$ cat config.mk
export PLATFORM = sky130hd
export DESIGN_NAME = load_ctrl
export DESIGN_NICKNAME = d
export VERILOG_FILES = /design/src/rtl/load_ctrl_pkg.sv /design/src/rtl/load_align.sv /design/src/rtl/load_ctrl.sv
export SDC_FILE = /design/constraint.sdc
export NUM_CORES = 1
export LEC_CHECK = 0
export BUFFER_PORTS_ARGS = -buffer_cell sky130_fd_sc_hd__clkbuf_2
export CORE_ASPECT_RATIO = 1.1
export CORE_MARGIN = 3
export CORE_UTILIZATION = 45
export DETAILED_ROUTE_END_ITERATION = 16
export PLACE_DENSITY_LB_ADDON = 0.12
export SLEW_MARGIN = 10
export SYNTH_ARGS = -nofsm -noshare
export SYNTH_HDL_FRONTEND = slang
export SYNTH_HIERARCHICAL = 1
export SYNTH_SLANG_ARGS = --single-unit
export TNS_END_PERCENT = 20
$ cat constraint.sdc
create_clock -name CLK -period 6.6 [get_ports CLK]
set_clock_uncertainty 0.2 [all_clocks]
set_input_delay 0.99 -clock CLK [delete_from_list [all_inputs] [get_ports CLK]]
set_output_delay 0.99 -clock CLK [all_outputs]
set_load 0.01 [all_outputs]
$ cat src/rtl/load_ctrl_pkg.sv
// Shared load definitions: funct3 encodings, LOAD opcode, sequencer states
// and the accept-time legality check used by the load sequencer.
package load_ctrl_pkg;

    localparam logic [6:0] OPC_LOAD = 7'b0000011;

    localparam logic [2:0] OP_LB  = 3'b000;
    localparam logic [2:0] OP_LH  = 3'b001;
    localparam logic [2:0] OP_LW  = 3'b010;
    localparam logic [2:0] OP_LBU = 3'b100;
    localparam logic [2:0] OP_LHU = 3'b101;

    typedef enum logic [1:0] {
        IDLE = 2'd0,
        REQ  = 2'd1,
        WB   = 2'd2,
        FLT  = 2'd3
    } load_state_t;

    // True when the load can never be issued: unknown width or misaligned address.
    function automatic logic load_fault(input logic [2:0] f3, input logic [1:0] ea_lo);
        logic f;
        case (f3)
            OP_LB, OP_LBU: f = 1'b0;
            OP_LH, OP_LHU: f = ea_lo[0];
            OP_LW:         f = (ea_lo != 2'b00);
            default:       f = 1'b1;
        endcase
        return f;
    endfunction

endpackage

$ cat src/rtl/load_align.sv
// Lane select and sign/zero extension of a 32-bit read word into an XLEN result.
module load_align
    import load_ctrl_pkg::*;
#(
    parameter int XLEN = 32
) (
    input  logic [31:0]     rdata,
    input  logic [1:0]      ea_lo,
    input  logic [2:0]      funct3,
    output logic [XLEN-1:0] result
);

    logic [7:0]  byte_v;
    logic [15:0] half_v;

    // Pick the addressed byte/half and extend according to the load flavour.
    always_comb begin
        byte_v = rdata[{ea_lo, 3'b000} +: 8];
        half_v = rdata[{ea_lo[1], 4'b0000} +: 16];
        case (funct3)
            OP_LB:   result = XLEN'($signed(byte_v));
            OP_LBU:  result = XLEN'(byte_v);
            OP_LH:   result = XLEN'($signed(half_v));
            OP_LHU:  result = XLEN'(half_v);
            OP_LW:   result = XLEN'($signed(rdata));
            default: result = '0;
        endcase
    end

endmodule

$ cat src/rtl/load_ctrl.sv
// Load sequencer: address generation, legality check, memory handshake with
// timeout, lane extraction and one-cycle register-file writeback.
//
//   state | meaning
//   IDLE  | waiting for start; latches ea/funct3/rd on accept
//   REQ   | mem_req high, waiting for mem_ready, counting toward timeout
//   WB    | done pulse, writeback unless rd is x0
//   FLT   | done + fault pulse (misaligned, illegal funct3 or timeout)
module load_ctrl
    import load_ctrl_pkg::*;
#(
    parameter int XLEN    = 32,
    parameter int TIMEOUT = 16
) (
    input  logic            CLK,
    input  logic            reset,
    input  logic            start,
    input  logic [2:0]      funct3,
    input  logic [4:0]      rd_idx,
    input  logic [XLEN-1:0] base,
    input  logic [11:0]     imm12,
    output logic            mem_req,
    output logic [XLEN-1:0] mem_addr,
    input  logic            mem_ready,
    input  logic [31:0]     mem_rdata,
    output logic            busy,
    output logic            done,
    output logic            wb_en,
    output logic [4:0]      wb_rd,
    output logic [XLEN-1:0] wb_data,
    output logic            fault,
    output logic [XLEN-1:0] fault_addr
);

    localparam int             CW       = $clog2(TIMEOUT);
    localparam logic [CW-1:0]  CNT_LAST = CW'(TIMEOUT - 1);

    load_state_t     state_q, state_d;
    logic [XLEN-1:0] ea_q, ea_d;
    logic [2:0]      f3_q, f3_d;
    logic [4:0]      rd_q, rd_d;
    logic [CW-1:0]   cnt_q, cnt_d;
    logic [XLEN-1:0] wb_data_q, wb_data_d;
    logic [4:0]      wb_rd_q, wb_rd_d;
    logic [XLEN-1:0] ea_new;
    logic [XLEN-1:0] align_data;

    load_align #(.XLEN(XLEN)) u_align (
        .rdata  (mem_rdata),
        .ea_lo  (ea_q[1:0]),
        .funct3 (f3_q),
        .result (align_data)
    );

    // Next-state logic: accept, handshake with timeout, single-cycle completion.
    always_comb begin
        state_d   = state_q;
        ea_d      = ea_q;
        f3_d      = f3_q;
        rd_d      = rd_q;
        cnt_d     = cnt_q;
        wb_data_d = wb_data_q;
        wb_rd_d   = wb_rd_q;
        ea_new    = base + XLEN'($signed(imm12));
        case (state_q)
            IDLE: begin
                if (start) begin
                    ea_d    = ea_new;
                    f3_d    = funct3;
                    rd_d    = rd_idx;
                    cnt_d   = '0;
                    state_d = load_fault(funct3, ea_new[1:0]) ? FLT : REQ;
                end
            end
            REQ: begin
                // Ready on the last permitted cycle still completes normally.
                if (mem_ready) begin
                    wb_data_d = align_data;
                    wb_rd_d   = rd_q;
                    state_d   = WB;
                end else if (cnt_q == CNT_LAST) begin
                    state_d = FLT;
                end else begin
                    cnt_d = cnt_q + 1'b1;
                end
            end
            WB:      state_d = IDLE;
            FLT:     state_d = IDLE;
            default: state_d = IDLE;
        endcase
    end

    // State and datapath registers with synchronous active-low reset.
    always_ff @(posedge CLK) begin
        if (!reset) begin
            state_q   <= IDLE;
            ea_q      <= '0;
            f3_q      <= '0;
            rd_q      <= '0;
            cnt_q     <= '0;
            wb_data_q <= '0;
            wb_rd_q   <= '0;
        end else begin
            state_q   <= state_d;
            ea_q      <= ea_d;
            f3_q      <= f3_d;
            rd_q      <= rd_d;
            cnt_q     <= cnt_d;
            wb_data_q <= wb_data_d;
            wb_rd_q   <= wb_rd_d;
        end
    end

    assign mem_req    = (state_q == REQ);
    assign mem_addr   = {ea_q[XLEN-1:2], 2'b00};
    assign busy       = (state_q != IDLE);
    assign done       = (state_q == WB) || (state_q == FLT);
    assign wb_en      = (state_q == WB) && (rd_q != 5'd0);
    assign wb_rd      = wb_rd_q;
    assign wb_data    = wb_data_q;
    assign fault      = (state_q == FLT);
    assign fault_addr = ea_q;

endmodule

==> flow_summary.yaml <==
logic_synthesis:
  synthMuxAreaShare_pct: 2.18
  synth_ff_type: "dfxtp_1"
  yosysWarnings: 6
  synthCells: 730
  async_flop_share_pct: 0
  synth_top_family_by_area: "compound AO/OA/AOI/OAI gates"
  synth.distinct_cells: 69
  synth_seq_cells: 83
  synthAdderAreaFrac_pct: 7.40
  synth_seq_area_share_pct: 29.3
  synth_edf_count: 0
  syn-cell-area_sq_mm: 0.00568
  synth_xor_area_share_pct: 2.78
  yosys.area_share.simple_pct: 23.0
  synth-compound-area-share_pct: 26.6
  avgSynthCellArea_sq_um: 7.78
worst_hold_path:
  hp-class: "reg2reg"
  whs_path_depth: 2
  holdPathEnd: "wb_data[22]$_SDFFE_PN0P_"
  holdCritStartpoint: "wb_data[22]$_SDFFE_PN0P_"
global_route:
  grt_first_pass_wirelength_mm: 25.2
  grt_pass1_vias: 5352
  grt.overflow.total: 0
  grt_start_max_net_pins: 38
  antenna_found_initial: 0
  track_usage_pct: 22.2
clocking:
  clockRootBuffer: "clkbuf_16"
  cts_resized: 0
  insertion_delay_ns: 0.34
  clkTransAtPathRegs_ns: 0.06
  clkSinkCount: 83
  cts_setup_buffers: 0
  tritoncts: "done"
  numCtsBuffers: 9
  ctsHoldBuffers: 0
  cts.path.max_buffers: 2
  htree_levels: 3
critical_path:
  timing.rr.end: "cnt_q[3]$_SDFFE_PN0P_"
  critPathLaunchType: "primary input"
  reg2reg_from: "state_q[0]$_SDFFE_PN0P_"
  critPathBufInv: 1
  slowest_delay_ns: 0.50
  cpMaxStageDelayCell: "ha_1"
  rr_worst_depth: 8
  reg2reg_slack_ns: 3.86
  worst-endpoint-required_ns: 6.64
  crit_type: "in2reg"
  critPathMaxFanout: 21
  cp_cell_sequence: "clkbuf_2 > ha_1 > nand3_1 > nor2_1 > a211oi_2 > o31ai_4 > a211oi_4 > a2111oi_1 > or3_1 > a32o_1"
  cp.arrival_ns: 3.60
  end_kind: "register"
  crit_family: "compound AO/OA/AOI/OAI gates"
power_and_ir_drop:
  netSwitchingPower_mw: 0.508
  clkPwrFrac_pct: 33.4
  power_density_mw_per_mm2: 227
  pwr-share-seq_pct: 37.4
  p_int_mw: 1.02
  pwr-share-comb_pct: 29.2
  peakVddDrop_uv: 102
  p_sw_share_pct: 33.3
  leakagePower_nw: 3.05
sta:
  fmax_mhz: 281
  period_needed_ns: 3.56
  setup_slack_ns: 3.04
  slew_violations: 0
  holdWs_ns: 0.253
  final.setup.tns_ns: 0
  slew-limit-headroom_pct: 21.9
  finalHoldViolCount: 0
  setup_viol: 0
  rsz0062_at_grt: "no"
  fin_crit_sh_pct: 54.0
  tightest_slew_ns: 1.17
die:
  die_h_microns: 124
  num_io_pins: 194
  rows: 42
  core_sq_mm: 0.0122
  die_x_microns: 113
  die-area_sq_mm: 0.0140
  initial_utilization_pct: 46.6
layout:
  syn_to_final_growth_pct: 18.2
  final_cells: 1024
  antennaDiodeCount: 0
  layout.nets: 986
  drive_gt1_share_pct: 26.4
  final_core_util_pct: 55.1
routing:
  drt_iter0_drc: 421
  dr.pass1.iters: 4
  vias: 5739
  wl_per_cell_microns: 15.7
  drc: 0
  postRouteAntennaNets: 0
  drt-vias-per-instance: 5.60
  drt-total-wl_mm: 16.1
placed_design:
  place_ws_ns: 2.71
  dp_cells: 1008
  gp_congestion: 0.946
  dp_hpwl_mm: 12.0
  port-buffer-count: 191
status:
  run_status: "finished clean"
flow_run:
  max-cap-violations: 0
## kinds of logic (layout without fill, tap and decap cells)
group,Yosys count,count (layout)
buffers and inverters,86,225
adder cells (fa/ha/maj),33,33
XOR/XNOR,18,18
multiplexers,12,12
flip-flops,83,83
other,1,2
AND/OR/NAND/NOR,284,284
AO/OA/AOI/OAI,213,213
## per-stage QoR
| stage | instance area [sq um] | total power, mW |
|---|---|---|
| 2_1_floorplan | 5680 | 0.907 |
| 3_3_place_gp | 6420 | 1.02 |
| 3_5_place_dp | 6420 | 1.02 |
| 4_1_cts | 6720 | 1.54 |
| 5_1_grt | 6720 | 1.61 |
| 6_report | 6720 | 1.53 |
## layout by cell type, fill, tap and decap left out, types with 3 or more instances in the layout
master       n
o211a_1      3
nor2_1      35
or3_1        5
dfxtp_1     83
nor3_1       8
o211ai_1    21
xnor2_1      8
xor2_1      10
clkbuf_16    9
or2_2        3
and2_1      10
nor3b_1      4
inv_1       12
buf_4        5
nand3b_1     3
clkbuf_2   191
o21a_1       6
a221o_1      8
mux2_2       3
nand4_1      6
o21ai_0     28
nand2_1    152
a21oi_1     59
o221ai_1    10
a211oi_1     7
and3_1       6
a21boi_0    23
a21o_1      19
nand2b_1     9
mux2i_1      9
nor2b_1      7
ha_1        32
a32o_1       3
nand3_1     26
## tightest hold or removal path, delay by kind of cell, from the launching register on
kind / cells / cell delay, ns
DFF: 1 / 0.31
and+or+nand+nor: 1 / 0.05
AOI/OAI and AO/OA: 1 / 0.05
## flip-flops by register name (all words and copies together) (netlist names)
register and count:
f3_q 3, wb_data 32, wb_rd 5, fault_addr 32, rd_q 5, cnt_q 4, state_q 2
## power by group through the flow
stage	sequential (mW)	clock (mW)	combinational, mW
2_1_floorplan	0.584	0	0.323
3_3_place_gp	0.580	0	0.440
3_5_place_dp	0.582	0	0.441
4_1_cts	0.571	0.525	0.444
5_1_grt	0.576	0.542	0.492
6_report	0.571	0.510	0.445
## per-layer routing
layer  vias up  GRT usage, %  wire length [microns]
met5         -             0                      0
met4         0          11.0                    545
met3        40          3.69                   1040
met2       224          37.0                   7590
met1      2640          27.8                   6920
li1       2835             -                      -
## cell type report
cell class,count,area (sq um)
clock buffers,10,229
clock inverters,6,65.1
fillers,1208,5480
inverters,13,48.8
multi-input cells,562,3530
flip-flops and latches,83,1660
well taps,154,193
repair buffers,196,993
## how the worst max path moves through the flow
stage,start,end,slack [ns],cells past startpoint
floorplan,base[22],fault_addr[29]$_SDFFE_PN0P_,3.28,9
global placement,imm12[11],fault_addr[25]$_SDFFE_PN0P_,2.74,10
detailed placement,imm12[11],fault_addr[25]$_SDFFE_PN0P_,2.71,10
CTS,imm12[11],fault_addr[25]$_SDFFE_PN0P_,3.07,10
global route,imm12[11],fault_addr[29]$_SDFFE_PN0P_,2.91,10
finish,imm12[11],fault_addr[29]$_SDFFE_PN0P_,3.04,10
## Yosys cell counts (all sizes together), types with 2 or more instances
cell     number  area share (%)
a32o          3            0.53
nor3b         5            0.75
a221o         8             1.4
mux2          3            0.59
a21boi       23             3.0
clkbuf       26             1.7
nor2b         7            0.77
a31oi         2            0.22
xnor2         8             1.2
nor2         35             2.3
o21ai        29             2.6
o31a          2            0.31
and3          6            0.66
o31ai         3            0.64
xor2         10             1.5
nand3        26             2.3
nand2b       11             1.5
o211ai       21             2.8
nand4         6            0.66
o21a          6            0.79
a22oi         2            0.51
o211a         3            0.53
mux2i         9             1.6
nor3          8            0.70
a211oi        9             1.5
or2           3            0.33
nand3b        3            0.40
ha           32             7.0
or4           2            0.26
a32oi         2            0.31
a211o         2            0.46
a21oi        59             5.2
nand2       153              10
buf          47             6.2
inv          13            0.86
a2111oi       2            0.44
a21o         20             2.7
dfxtp        83              29
o221ai       10             1.5
or3           5            0.55
and2         11             1.2
Power figures use the tool's default switching activity.
